$ cat config.mk
export PLATFORM = sky130hd
export DESIGN_NAME = load_data_unpack_flat
export DESIGN_NICKNAME = d
export VERILOG_FILES = /design/src/rtl/load_data_unpack_if.sv /design/src/rtl/load_data_unpack.sv /design/src/flat_wrapper.sv
export SDC_FILE = /design/constraint.sdc
export NUM_CORES = 1
export LEC_CHECK = 0
export ABC_AREA = 0
export ABC_CLOCK_PERIOD_IN_PS = 2600
export BUFFER_PORTS_ARGS = -buffer_cell sky130_fd_sc_hd__buf_4
export CORE_MARGIN = 2
export CORE_UTILIZATION = 35
export CTS_CLUSTER_SIZE = 8
export DETAILED_ROUTE_END_ITERATION = 8
export PLACE_DENSITY = 0.64
export SLEW_MARGIN = 30
export SYNTH_ARGS = -nofsm -noshare
export SYNTH_HDL_FRONTEND = slang
export SYNTH_SLANG_ARGS = --single-unit
export TNS_END_PERCENT = 10
$ cat constraint.sdc
create_clock -name clk -period 2.6 [get_ports clk]
set_input_delay 0.52 -clock clk [delete_from_list [all_inputs] [get_ports clk]]
set_output_delay 0.52 -clock clk [all_outputs]
set_load 0.005 [all_outputs]
$ cat src/rtl/load_data_unpack_if.sv
// Load-unpack bus interface.
// Groups the three handshake channels of the load unpacker:
//   req_*   : load issue (op, address offset, destination tag)
//   mem_*   : 64-bit read beats from data memory
//   resp_*  : extracted, extended result toward writeback
//   spurious_err : sticky flag, beat seen with no outstanding load
// req_op encoding: 0 NO, 1 B, 2 H, 3 W, 4 D, 5 UB, 6 UH, 7 UW.
// slave  = unpacker side, master = issue/memory/writeback side.
interface load_data_unpack_if #(
    parameter int unsigned TAG_W = 5
);
    logic             req_valid;
    logic             req_ready;
    logic [2:0]       req_op;
    logic [2:0]       req_off;
    logic [TAG_W-1:0] req_tag;

    logic             mem_rvalid;
    logic             mem_rready;
    logic [63:0]      mem_rdata;

    logic             resp_valid;
    logic             resp_ready;
    logic [63:0]      resp_data;
    logic [TAG_W-1:0] resp_tag;
    logic             resp_misalign;
    logic             spurious_err;

    modport slave (
        input  req_valid, req_op, req_off, req_tag, mem_rvalid, mem_rdata, resp_ready,
        output req_ready, mem_rready, resp_valid, resp_data, resp_tag, resp_misalign,
               spurious_err
    );

    modport master (
        output req_valid, req_op, req_off, req_tag, mem_rvalid, mem_rdata, resp_ready,
        input  req_ready, mem_rready, resp_valid, resp_data, resp_tag, resp_misalign,
               spurious_err
    );
endinterface

$ cat src/rtl/load_data_unpack.sv
// Load data unpacker.
// Queues load metadata at issue time, then consumes 64-bit read beats in order,
// selects the addressed byte/half/word/double, sign- or zero-extends it and
// presents it on a registered valid/ready response port.
// Ports:
//   clk  : clock, rising edge
//   rstn : asynchronous active-low reset
//   bus  : load_data_unpack_if.slave (req, mem read beat, resp, spurious_err)
module load_data_unpack #(
    parameter int unsigned DEPTH = 2,
    parameter int unsigned TAG_W = 5
) (
    input logic               clk,
    input logic               rstn,
    load_data_unpack_if.slave bus
);
    localparam int unsigned PTR_W = $clog2(DEPTH);
    localparam int unsigned CNT_W = PTR_W + 1;

    typedef enum logic [2:0] {
        MemNo = 3'd0,
        MemB  = 3'd1,
        MemH  = 3'd2,
        MemW  = 3'd3,
        MemD  = 3'd4,
        MemUb = 3'd5,
        MemUh = 3'd6,
        MemUw = 3'd7
    } mem_op_e;

    // Metadata storage: datapath only, no reset needed.
    mem_op_e          op_q  [DEPTH];
    logic [2:0]       off_q [DEPTH];
    logic [TAG_W-1:0] tag_q [DEPTH];

    logic [PTR_W-1:0] wr_ptr_q, rd_ptr_q;
    logic [CNT_W-1:0] count_q, count_d;

    logic             resp_valid_q;
    logic [63:0]      resp_data_q;
    logic [TAG_W-1:0] resp_tag_q;
    logic             resp_mis_q;
    logic             spurious_q;

    mem_op_e    head_op;
    logic [2:0] head_off;
    logic       not_empty, out_free, req_ready, mem_rready;
    logic       push, beat, pop;
    logic [7:0]  sel_b;
    logic [15:0] sel_h;
    logic [31:0] sel_w;
    logic [63:0] ext_data;
    logic        ext_mis;

    assign head_op   = op_q[rd_ptr_q];
    assign head_off  = off_q[rd_ptr_q];
    assign not_empty = (count_q != '0);
    assign out_free  = !resp_valid_q || bus.resp_ready;

    // Registered count only: a same-cycle pop never frees a slot for a push.
    assign req_ready  = (count_q < CNT_W'(DEPTH));
    assign push       = bus.req_valid && req_ready;
    assign mem_rready = not_empty && out_free && (head_op != MemNo);
    assign beat       = bus.mem_rvalid && mem_rready;
    // MEM_NO entries retire without consuming a beat.
    assign pop        = beat || (not_empty && out_free && (head_op == MemNo));

    always_comb begin
        count_d = count_q;
        unique case ({push, pop})
            2'b10:   count_d = count_q + CNT_W'(1);
            2'b01:   count_d = count_q - CNT_W'(1);
            default: count_d = count_q;
        endcase
    end

    // Lane select uses the truncated offset even when misaligned.
    always_comb begin
        sel_b    = bus.mem_rdata[{head_off, 3'b000} +: 8];
        sel_h    = bus.mem_rdata[{head_off[2:1], 4'b0000} +: 16];
        sel_w    = bus.mem_rdata[{head_off[2], 5'b00000} +: 32];
        ext_data = '0;
        ext_mis  = 1'b0;
        unique case (head_op)
            MemNo: ext_data = '0;
            MemB:  ext_data = {{56{sel_b[7]}}, sel_b};
            MemUb: ext_data = {56'd0, sel_b};
            MemH:  begin
                ext_data = {{48{sel_h[15]}}, sel_h};
                ext_mis  = head_off[0];
            end
            MemUh: begin
                ext_data = {48'd0, sel_h};
                ext_mis  = head_off[0];
            end
            MemW:  begin
                ext_data = {{32{sel_w[31]}}, sel_w};
                ext_mis  = |head_off[1:0];
            end
            MemUw: begin
                ext_data = {32'd0, sel_w};
                ext_mis  = |head_off[1:0];
            end
            MemD:  begin
                ext_data = bus.mem_rdata;
                ext_mis  = |head_off;
            end
        endcase
    end

    always_ff @(posedge clk) begin
        if (push) begin
            op_q[wr_ptr_q]  <= mem_op_e'(bus.req_op);
            off_q[wr_ptr_q] <= bus.req_off;
            tag_q[wr_ptr_q] <= bus.req_tag;
        end
    end

    always_ff @(posedge clk or negedge rstn) begin
        if (!rstn) begin
            wr_ptr_q     <= '0;
            rd_ptr_q     <= '0;
            count_q      <= '0;
            resp_valid_q <= 1'b0;
            resp_data_q  <= '0;
            resp_tag_q   <= '0;
            resp_mis_q   <= 1'b0;
            spurious_q   <= 1'b0;
        end else begin
            count_q <= count_d;
            if (push) wr_ptr_q <= wr_ptr_q + PTR_W'(1);
            if (pop) begin
                rd_ptr_q     <= rd_ptr_q + PTR_W'(1);
                resp_valid_q <= 1'b1;
                resp_data_q  <= ext_data;
                resp_tag_q   <= tag_q[rd_ptr_q];
                resp_mis_q   <= ext_mis;
            end else if (bus.resp_ready) begin
                resp_valid_q <= 1'b0;
            end
            if (bus.mem_rvalid && !not_empty) spurious_q <= 1'b1;
        end
    end

    assign bus.req_ready     = req_ready;
    assign bus.mem_rready    = mem_rready;
    assign bus.resp_valid    = resp_valid_q;
    assign bus.resp_data     = resp_data_q;
    assign bus.resp_tag      = resp_tag_q;
    assign bus.resp_misalign = resp_mis_q;
    assign bus.spurious_err  = spurious_q;
endmodule

$ cat src/flat_wrapper.sv
// flat-port wrapper written by rule: the top's interface ports become plain ports
module load_data_unpack_flat 
#(
    parameter int unsigned DEPTH = 2,
    parameter int unsigned TAG_W = 5
)
  (clk, rstn, bus_req_valid, bus_req_op, bus_req_off, bus_req_tag, bus_mem_rvalid, bus_mem_rdata, bus_resp_ready, bus_req_ready, bus_mem_rready, bus_resp_valid, bus_resp_data, bus_resp_tag, bus_resp_misalign, bus_spurious_err);
  load_data_unpack_if #(.TAG_W(TAG_W)) bus_i ();
  input logic clk;
  input logic rstn;
  input wire logic [$bits(bus_i.req_valid)-1:0] bus_req_valid;
  input wire logic [$bits(bus_i.req_op)-1:0] bus_req_op;
  input wire logic [$bits(bus_i.req_off)-1:0] bus_req_off;
  input wire logic [$bits(bus_i.req_tag)-1:0] bus_req_tag;
  input wire logic [$bits(bus_i.mem_rvalid)-1:0] bus_mem_rvalid;
  input wire logic [$bits(bus_i.mem_rdata)-1:0] bus_mem_rdata;
  input wire logic [$bits(bus_i.resp_ready)-1:0] bus_resp_ready;
  output wire logic [$bits(bus_i.req_ready)-1:0] bus_req_ready;
  output wire logic [$bits(bus_i.mem_rready)-1:0] bus_mem_rready;
  output wire logic [$bits(bus_i.resp_valid)-1:0] bus_resp_valid;
  output wire logic [$bits(bus_i.resp_data)-1:0] bus_resp_data;
  output wire logic [$bits(bus_i.resp_tag)-1:0] bus_resp_tag;
  output wire logic [$bits(bus_i.resp_misalign)-1:0] bus_resp_misalign;
  output wire logic [$bits(bus_i.spurious_err)-1:0] bus_spurious_err;
  assign bus_i.req_valid = bus_req_valid;
  assign bus_i.req_op = bus_req_op;
  assign bus_i.req_off = bus_req_off;
  assign bus_i.req_tag = bus_req_tag;
  assign bus_i.mem_rvalid = bus_mem_rvalid;
  assign bus_i.mem_rdata = bus_mem_rdata;
  assign bus_i.resp_ready = bus_resp_ready;
  assign bus_req_ready = bus_i.req_ready;
  assign bus_mem_rready = bus_i.mem_rready;
  assign bus_resp_valid = bus_i.resp_valid;
  assign bus_resp_data = bus_i.resp_data;
  assign bus_resp_tag = bus_i.resp_tag;
  assign bus_resp_misalign = bus_i.resp_misalign;
  assign bus_spurious_err = bus_i.spurious_err;
  load_data_unpack #(.DEPTH(DEPTH), .TAG_W(TAG_W)) u_core (.clk(clk), .rstn(rstn), .bus(bus_i));
endmodule
==> impl_metrics.py, run 1 <==
metrics = {
    "yosys": {
        "synthSimpleGateAreaFrac": 0.0724,
        "synth_top_area_cell": "dfrtp_1",
        "muxShareOfSynthArea": 0.0997,
        "synthArstFlopShare": 0.776,
        "synth_area_um2": 4860,
        "synth_fp_nets": 473,
        "synth_top_family_by_area": "compound AO/OA/AOI/OAI gates",
        "synth_warnings": 0,
        "synthAdderAreaFrac": 0.00258,
        "synthDistinctLibCells": 48,
        "netlist_top_cells_area": "dfrtp_1 39%, edfxtp_1 14%, a221o_1 10%",
        "synth-compound-area-share": 0.252,
        "synth_xor_xnor_area_share": 0.00901,
        "avgSynthCellArea_um2": 12.4,
        "syn-instance-count": 392,
        "seq_area_frac_synth": 0.527,
        "synth_top_area_share": 0.391,
        "ys_seq_elements": 98,
        "synth_ff_type": "dfrtp_1",
        "synth_edf_count": 22,
    },
    "clocking": {
        "cts_tree": "yes",
        "cts-buffers-inserted": 9,
        "cts.clk_slew.worst_paths_ns": 0.07,
        "clock_path_buffers": 2,
        "clk_latency_ns": 0.35,
        "clockRootBuffer": "clkbuf_16",
        "ctsHoldBuffers": 0,
        "postCtsSetupBuffers": 0,
        "h-tree-depth": 3,
        "cts_sinks": 98,
        "cts_resized": 0,
    },
    "cells_and_area": {
        "final.fill_count": 1251,
        "fin_nets": 627,
        "num_antenna_cells": 0,
        "drive_gt1_frac": 0.388,
        "syn_to_final_growth_pct": 35.0,
    },
    "worst_hold_path": {
        "hold_class": "input port to asynchronous set/reset pin",
    },
    "global_route": {
        "overflow": 0,
        "grt_max_degree": 77,
        "grt_pass1_wl_mm": 22.8,
        "grt_pass1_vias": 4083,
        "track_usage": 0.206,
        "antenna_found_initial": 0,
    },
    "timing": {
        "setup-tns-final_ns": 0,
        "timing.hold.ws_ns": 0.182,
        "maxSlewHeadroom": 0.507,
        "worst_pin_slew_ns": 0.740,
        "slew_violations": 0,
        "fin_skew_ns": 0.0109,
        "hold_violations": 0,
        "rsz0062_at_grt": "no",
        "max_freq_mhz": 415,
        "fin_crit_sh": 0.927,
        "setup_viol": 0,
        "finalCriticalPeriod_ns": 2.41,
    },
    "critical_path": {
        "r2r-end": "u_core.bus.resp_data[21]",
        "crit_chain": "buf_4 > nor2b_1 > a21oi_1 > and3_1 > o21ai_1 > a21oi_2 > a221o_1",
        "crit_path_end_kind": "flip-flop",
        "cp-start-kind": "flip-flop",
        "r2r.worst_path.cells": 7,
        "cp.arrival_ns": 2.69,
        "worstPathMaxFanout": 22,
        "crit_family": "compound AO/OA/AOI/OAI gates",
        "timing.setup.critical_path_class": "flip-flop to flip-flop",
        "r2r_slack_ns": 0.19,
        "crit_path_start": "u_core.rd_ptr_q",
        "crit_buf_inv": 1,
        "max_stage_delay_ns": 0.58,
        "crit_slowest_cell": "a21oi_2",
        "required_ns": 2.88,
        "r2r-start": "u_core.rd_ptr_q",
    },
    "placement": {
        "place_hpwl_mm": 11.7,
        "gp_congestion": 0.878,
        "io_buffers": 153,
    },
    "power": {
        "power_density_nw_per_um2": 1060,
        "fin_total_pwr_uw": 6970,
        "vdd.ir_drop.worst_mv": 0.384,
        "power_leakage_uw": 0.00299,
    },
    "die": {
        "std_cell_rows": 43,
        "fp.dieW_um": 122,
        "chipHeight_um": 122,
        "initial_utilization": 0.354,
        "coreArea_um2": 13700,
        "io_pins": 154,
        "die-area_um2": 14800,
    },
    "drt": {
        "final_antenna_net_count": 0,
        "drtIter0Drc": 425,
        "vias": 4199,
        "wirelength_mm": 15.3,
        "wl_per_cell_um": 20.9,
        "first_pass_iters": 7,
        "drc_errors": 0,
        "vias_per_cell": 5.74,
    },
    "run_status": {
        "status": "finished, final reports clean",
    },
    "run": {
        "maxCapViolCount": 0,
    },
}
-- worst max path at each step --
stage                     cells after the start                        to  slack (ns)
final                                         7  u_core.bus.resp_data[21]        0.19
after global routing                          7  u_core.bus.resp_data[21]        0.05
after CTS                                     7  u_core.bus.resp_data[21]        0.22
after detailed placement                      7  u_core.bus.resp_data[21]        0.24
after global placement                        7  u_core.bus.resp_data[19]        0.24
after floorplan                              10         u_core.count_q[1]        0.46
-- layer usage --
metal	global-route usage	up-vias	wire length (µm)
met5	0	-	0
met4	0.111	0	672
met3	0.0426	40	1040
met2	0.329	182	7290
met1	0.262	2086	6250
li1	-	1891	-
-- flip-flops by register name (all words and copies together) (netlist names) --
register and cells:
u_core.off_q 6, u_core.bus.resp_tag 5, u_core.wr_ptr_q 1, u_core.op_q 6
u_core.bus.spurious_err 1, u_core.count_q 2, u_core.bus.resp_misalign 1, u_core.tag_q 10
u_core.rd_ptr_q 1, u_core.bus.resp_valid 1, u_core.bus.resp_data 64
-- area by class of cell --
type	count	area [µm²]	share of cell area
Clock buffer	11	233	0.0355
Clock inverter	5	62.6	0.00954
Inverter	7	26.3	0.00401
Multi-Input combinational cell	256	2130	0.325
Sequential cell	98	2560	0.391
Tap cell	180	225	0.0343
Timing Repair Buffer	174	1320	0.201
-- cell families (layout without fill, tap and decap cells) --
group                    after synthesis  count (layout)
AO/OA/AOI/OAI                        145             145
XOR/XNOR                               5               5
adder cells (fa/ha/maj)                1               1
buffers and inverters                 38             197
flip-flops                            98              98
multiplexers                          29              29
AND/OR/NAND/NOR                       76              76
-- worst reg2reg max path, delay by kind of cell, from the launching register on --
kind	cells	cell delay (ns)
AO/OA/AOI/OAI	4	1.29
buffers and inverters	1	0.23
flip-flops	1	0.37
AND/OR/NAND/NOR	2	0.47
-- power by group --
group	leakage (µW)	internal, µW	switching, µW
Clock	0.000136	752	575
Combinational	0.00166	1650	1580
Sequential	0.00119	2090	323
Total	0.00299	4500	2480
-- cells in the mapped netlist (2+ instances only) --
cell / number
a21o_1: 5
a21oi_1: 11
a21oi_2: 2
a221o_1: 50
a222oi_1: 11
a22o_1: 17
a22oi_1: 11
a32oi_1: 2
and3_1: 2
buf_2: 10
buf_6: 3
clkbuf_1: 18
dfrtp_1: 76
edfxtp_1: 22
inv_1: 7
mux2i_1: 12
mux4_2: 14
nand2_1: 33
nand2b_1: 8
nand3_1: 5
nand4_1: 3
nor2_1: 15
nor2b_1: 3
o21ai_0: 9
o21ai_1: 11
o2bb2ai_1: 6
xnor2_1: 5
-- per-stage QoR --
stage	util	instance area (µm²)	instances	setup slack, ns
floorplan	-	4860	392	0.458
CTS	0.478	6560	731	0.223
finish	0.478	6560	731	0.191
detailed placement	0.457	6260	715	0.238
global route	0.478	6560	731	0.0476
global placement	0.457	6260	715	0.244
-- cells in the final DEF, fill, tap and decap left out, drive strengths merged, types with 2 or more instances in the layout --
master and n:
mux4 14, nand4 3, nand2 33, nand2b 8, a22o 17, buf 174
xnor2 5, edfxtp 22, inv 8, a22oi 11, nor2b 3, a221o 50
a222oi 11, a32oi 3, dfrtp 76, o2bb2ai 6, nor2 15, a21oi 13
mux2 2, o21ai 20, mux2i 13, clkbuf 11, and2 2, nand3 5
a21o 5, clkinvlp 2, o211ai 2, and3 2
Note: power is estimated with default switching activity, not from simulation.
==> run 2: changes to the inputs <==
==> constraint.sdc (replaced) <==
create_clock -name clk -period 2.6 [get_ports clk]
set_input_delay 0.26 -clock clk [delete_from_list [all_inputs] [get_ports clk]]
set_output_delay 0.26 -clock clk [all_outputs]
set_load 0.005 [all_outputs]
==> run 2 against run 1 <==
Effect of this change:
- clock skew fell by 0.00079 ns
- non-clock buffer count did not move
- worst hold slack got worse by 0.083 ns
- largest cell class unchanged
- maximum frequency rose by 0.56%
- largest power group unchanged
- combinational power barely moved
- register-to-register slack barely moved
- via count rose by 1.3%
==> impl_metrics.py, run 2 (synthesized netlist as in run 1, its figures left out) <==
metrics = {
    "die": {
        "coreArea_um2": 13700,
        "io_pins": 154,
        "std_cell_rows": 43,
        "initial_utilization": 0.354,
        "fp.dieW_um": 122,
        "die-area_um2": 14800,
        "chipHeight_um": 122,
    },
    "power": {
        "power_density_nw_per_um2": 1080,
        "p_int_uw": 4620,
        "pwr-share-seq": 0.340,
        "power.switching_uw": 2470,
        "power_leakage_uw": 0.00301,
        "vdd.ir_drop.worst_mv": 0.372,
        "clkPwrFrac": 0.204,
        "switching_share": 0.348,
        "power_frac_comb": 0.456,
    },
    "critical_path": {
        "timing.setup.critical_path_class": "flip-flop to flip-flop",
        "crit_slowest_cell": "a21oi_2",
        "crit_path_end_kind": "flip-flop",
        "crit_chain": "buf_4 > nor2b_1 > a21oi_1 > and3_1 > o21ai_1 > a21oi_2 > a221o_1",
        "worstPathMaxFanout": 22,
        "cp.arrival_ns": 2.68,
        "max_stage_delay_ns": 0.57,
        "required_ns": 2.88,
        "cp-start-kind": "flip-flop",
    },
    "cells_and_area": {
        "fin_util": 0.480,
        "final_cell_area_um2": 6590,
        "final.fill_count": 1268,
        "final_common_cell": "buf_4",
        "drive_gt1_frac": 0.390,
        "syn_to_final_growth_pct": 35.6,
        "fin_nets": 627,
        "final_cells": 731,
        "largest_register_ffs": 64,
        "num_antenna_cells": 0,
        "final_cell_mix": "172 x buf_4, 76 x dfrtp_1, 50 x a221o_1",
    },
    "run": {
        "maxCapViolCount": 0,
    },
    "placement": {
        "placed_cell_area_um2": 6240,
        "gp_congestion": 0.877,
        "dp_cells": 714,
        "io_buffers": 153,
        "place_hpwl_mm": 11.6,
    },
    "global_route": {
        "antenna_found_initial": 0,
        "track_usage": 0.207,
        "overflow": 0,
        "grt_pass1_vias": 4107,
        "grt_pass1_wl_mm": 23.0,
        "grt_max_degree": 77,
    },
    "clocking": {
        "cts_tree": "yes",
        "clockRootBuffer": "clkbuf_16",
        "h-tree-depth": 3,
        "cts-buffers-inserted": 9,
        "clk_latency_ns": 0.35,
        "clock_path_buffers": 2,
        "postCtsSetupBuffers": 0,
        "cts_sinks": 98,
        "cts.clk_slew.worst_paths_ns": 0.07,
    },
    "timing": {
        "setup-tns-final_ns": 0,
        "max_freq_mhz": 417,
        "rsz0062_at_grt": "no",
        "slew_violations": 0,
        "fin_skew_ns": 0.0101,
        "setup_viol": 0,
        "finalCriticalPeriod_ns": 2.40,
        "fin_crit_sh": 0.921,
        "maxSlewHeadroom": 0.517,
        "hold_violations": 0,
        "worst_pin_slew_ns": 0.724,
    },
    "drt": {
        "final_antenna_net_count": 0,
        "drtIter0Drc": 472,
        "drc_errors": 0,
        "vias_per_cell": 5.82,
        "vias": 4253,
        "wl_per_cell_um": 20.8,
        "first_pass_iters": 7,
        "wirelength_mm": 15.2,
    },
    "run_status": {
        "status": "finished, final reports clean",
    },
    "worst_hold_path": {
        "hold_class": "input port to flip-flop",
    },
}
==> run 2: critical path, delay by kind of cell, from the launching register on <==
family,cells,cell delay [ns]
AND/OR/NAND/NOR,2,0.46
flip-flops,1,0.37
AO/OA/AOI/OAI,4,1.27
buffers and inverters,1,0.22
==> run 2: final timing paths <==
| kind | startpoint | to | slack, ns | depth (start not counted) |
|---|---|---|---|---|
| max in group asynchronous | rstn | u_core.rd_ptr_q | 1.63 | 2 |
| min in group asynchronous | rstn | u_core.bus.resp_data[38] | 0.50 | 2 |
| worst min register to register | u_core.bus.spurious_err | u_core.bus.spurious_err | 0.46 | 1 |
| worst max-delay path | u_core.rd_ptr_q | u_core.bus.resp_data[31] | 0.20 | 7 |
| worst max register to register | u_core.rd_ptr_q | u_core.bus.resp_data[31] | 0.20 | 7 |
| worst min-delay path | bus_req_tag[0] | u_core.tag_q[0][0] | 0.1 | 1 |
==> run 2: per-stage QoR <==
stage,worst slack (ns),total power [µW],hold WS (ns)
finish,0.204,7080,0.0991
global route,0.0295,7530,0.0868
CTS,0.184,7120,0.0844
detailed placement,0.204,5670,0.447
global placement,0.248,5610,0.447
floorplan,0.458,4310,-0.0356
==> run 2: cell type report <==
class                   instances  area [µm²]  share of cell area
flip-flops and latches         98        2560               0.389
clock inverters                 5        85.1              0.0129
repair buffers                174        1310               0.199
clock buffers                  11         243              0.0368
inverters                       7        26.3             0.00399
well taps                     180         225              0.0342
multi-input cells             256        2130               0.324
==> run 2: power groups by stage <==
stage / sequential [µW] / clock (µW) / combinational [µW]
5_1_grt: 2470 / 1540 / 3530
3_5_place_dp: 2440 / 0 / 3230
4_1_cts: 2420 / 1470 / 3240
6_report: 2410 / 1450 / 3230
3_3_place_gp: 2430 / 0 / 3180
2_1_floorplan: 2400 / 0 / 1910
==> run 2: routing by layer <==
| metal | track usage | vias up | part of all wire |
|---|---|---|---|
| met5 | 0 | - | 0 |
| met1 | 0.265 | 2134 | 0.40 |
| met4 | 0.115 | 0 | 0.044 |
| li1 | - | 1898 | - |
| met2 | 0.329 | 186 | 0.49 |
| met3 | 0.0440 | 35 | 0.071 |
==> run 2: repair_timing <==
| item | CTS | global route |
|---|---|---|
| gates resized for setup | 0 | 1 |
| endpoints found under the hold margin | 0 | 27 |
| endpoints found under the setup margin | 0 | 2 |
| hold buffers | 0 | 1 |
==> run 3: changes to the inputs <==
- ABC_CLOCK_PERIOD_IN_PS: 2600 -> 2840
- clock period: 2.6 -> 2.84 ns (I/O delays scaled with it)
==> run 3 against run 2 <==
Effect of this change:
- routed wire length is 2.9% higher
- flip-flop and latch count unchanged
- critical path depth rose by 1
- die area unchanged
- first-iteration DRC count down 15%
- clock-buffer cell count shrank 2
- register-to-register slack better by 0.11 ns
- clock power is 19% lower
- final cell count stayed put
==> impl_metrics.py, run 3 (synthesized netlist as in run 1, its figures left out) <==
metrics = {
    "drt": {
        "drtIter0Drc": 399,
        "wl_met2_mm": 7.74,
        "wl_per_cell_um": 21.5,
        "wirelength_mm": 15.7,
        "vias": 4261,
        "first_pass_iters": 7,
        "wl_met1_mm": 6.29,
        "met3_length_mm": 1.11,
        "vias_per_cell": 5.83,
        "top_layer": "met4",
        "final_antenna_net_count": 0,
        "drc_errors": 0,
    },
    "power": {
        "pwr-share-seq": 0.348,
        "switching_share": 0.366,
        "clkPwrFrac": 0.185,
        "vdd.ir_drop.worst_mv": 0.325,
        "power_density_nw_per_um2": 975,
        "power_leakage_uw": 0.00300,
        "p_int_uw": 4050,
        "power_frac_comb": 0.467,
        "fin_total_pwr_uw": 6390,
        "power.switching_uw": 2340,
    },
    "critical_path": {
        "required_ns": 3.07,
        "r2r-start": "u_core.rd_ptr_q",
        "cp.arrival_ns": 2.75,
        "r2r.worst_path.cells": 8,
        "r2r-end": "u_core.bus.resp_data[50]",
        "crit_end": "u_core.bus.resp_data[50]",
        "cp-start-kind": "flip-flop",
        "worstPathMaxFanout": 32,
        "r2r_slack_ns": 0.32,
        "timing.setup.critical_path_class": "flip-flop to flip-flop",
        "crit_path_end_kind": "flip-flop",
        "crit_path_start": "u_core.rd_ptr_q",
    },
    "cells_and_area": {
        "final_cells": 731,
        "fin_nets": 627,
        "syn_to_final_growth_pct": 34.9,
        "final_common_cell": "buf_4",
        "drive_gt1_frac": 0.390,
        "num_antenna_cells": 0,
        "final_cell_mix": "171 x buf_4, 76 x dfrtp_1, 50 x a221o_1",
        "largest_register_ffs": 64,
        "fin_util": 0.478,
    },
    "placement": {
        "dp_cells": 714,
        "io_buffers": 153,
        "gp_congestion": 0.865,
        "place_hpwl_mm": 11.7,
    },
    "timing": {
        "hold_violations": 0,
        "rsz0062_at_grt": "no",
        "slew_violations": 0,
        "setup-tns-final_ns": 0,
        "finalCriticalPeriod_ns": 2.52,
        "fin_crit_sh": 0.888,
        "setup_viol": 0,
        "max_freq_mhz": 396,
        "worst_pin_slew_ns": 0.865,
        "fin_skew_ns": 0.00846,
        "maxSlewHeadroom": 0.421,
    },
    "clocking": {
        "clockRootBuffer": "clkbuf_16",
        "postCtsSetupBuffers": 0,
        "ctsHoldBuffers": 0,
        "cts_resized": 0,
        "clk_latency_ns": 0.35,
        "h-tree-depth": 3,
        "cts-buffers-inserted": 9,
        "cts.clk_slew.worst_paths_ns": 0.07,
        "clock_path_buffers": 2,
        "cts_sinks": 98,
        "cts_tree": "yes",
    },
    "die": {
        "initial_utilization": 0.354,
        "fp.dieW_um": 122,
        "io_pins": 154,
        "chipHeight_um": 122,
        "std_cell_rows": 43,
        "die-area_um2": 14800,
        "coreArea_um2": 13700,
    },
    "global_route": {
        "grt_max_degree": 77,
        "antenna_found_initial": 0,
        "grt_pass1_wl_mm": 23.8,
        "track_usage": 0.214,
        "overflow": 0,
        "grt_pass1_vias": 4148,
    },
    "worst_hold_path": {
        "hold_class": "input port to flip-flop",
    },
    "run": {
        "maxCapViolCount": 0,
    },
    "run_status": {
        "status": "finished, final reports clean",
    },
}
==> run 3: worst min path at each step <==
stage          slack, ns                 endpoint  depth (start not counted)                    start
2_1_floorplan      -0.01  u_core.bus.resp_data[0]                          0                     rstn
5_1_grt             0.11       u_core.off_q[0][0]                          1           bus_req_off[0]
3_3_place_gp        0.44  u_core.bus.spurious_err                          1  u_core.bus.spurious_err
3_5_place_dp        0.45  u_core.bus.spurious_err                          1  u_core.bus.spurious_err
4_1_cts             0.11       u_core.off_q[0][0]                          1           bus_req_off[0]
6_report            0.12       u_core.off_q[0][0]                          1           bus_req_off[0]
==> run 3: worst max-delay path, stage by stage (launching register included) <==
cell and delay, ns:
dfrtp_1 0.55, buf_4 0.25, mux2_2 0.44, nor2_1 0.13
a21oi_1 0.07, o221ai_2 0.29, a31oi_2 0.12, buf_4 0.25
a221o_1 0.30
==> run 3: power by group through the flow <==
stage                     Sequential (µW)  Clock [µW]  Combinational, µW
after floorplan                      2200           0               1750
after global placement               2240           0               2950
after detailed placement             2250           0               3000
after CTS                            2220        1200               3010
after global routing                 2280        1280               3260
final                                2220        1180               2990
==> run 3: cell type report <==
class                           count  area [µm²]
Fill cell                        1250        7170
Sequential cell                    98        2560
Multi-Input combinational cell    256        2130
Timing Repair Buffer              174        1330
Clock buffer                        9         225
Tap cell                          180         225
Clock inverter                      7        58.8
Inverter                            7        26.3
==> run 3: layer usage <==
| metal | vias to the layer above | track usage |
|---|---|---|
| met1 | 2138 | 0.273 |
| met3 | 27 | 0.0454 |
| met5 | - | 0 |
| li1 | 1898 | - |
| met2 | 198 | 0.351 |
| met4 | 0 | 0.0927 |
==> run 3: through the flow <==
step | hold WS, ns | setup WS [ns] | instance area (µm²)
5_1_grt | 0.107 | 0.129 | 6550
4_1_cts | 0.109 | 0.307 | 6540
2_1_floorplan | -0.0116 | 0.698 | 4860
6_report | 0.117 | 0.317 | 6550
3_3_place_gp | 0.444 | 0.375 | 6260
3_5_place_dp | 0.454 | 0.329 | 6260
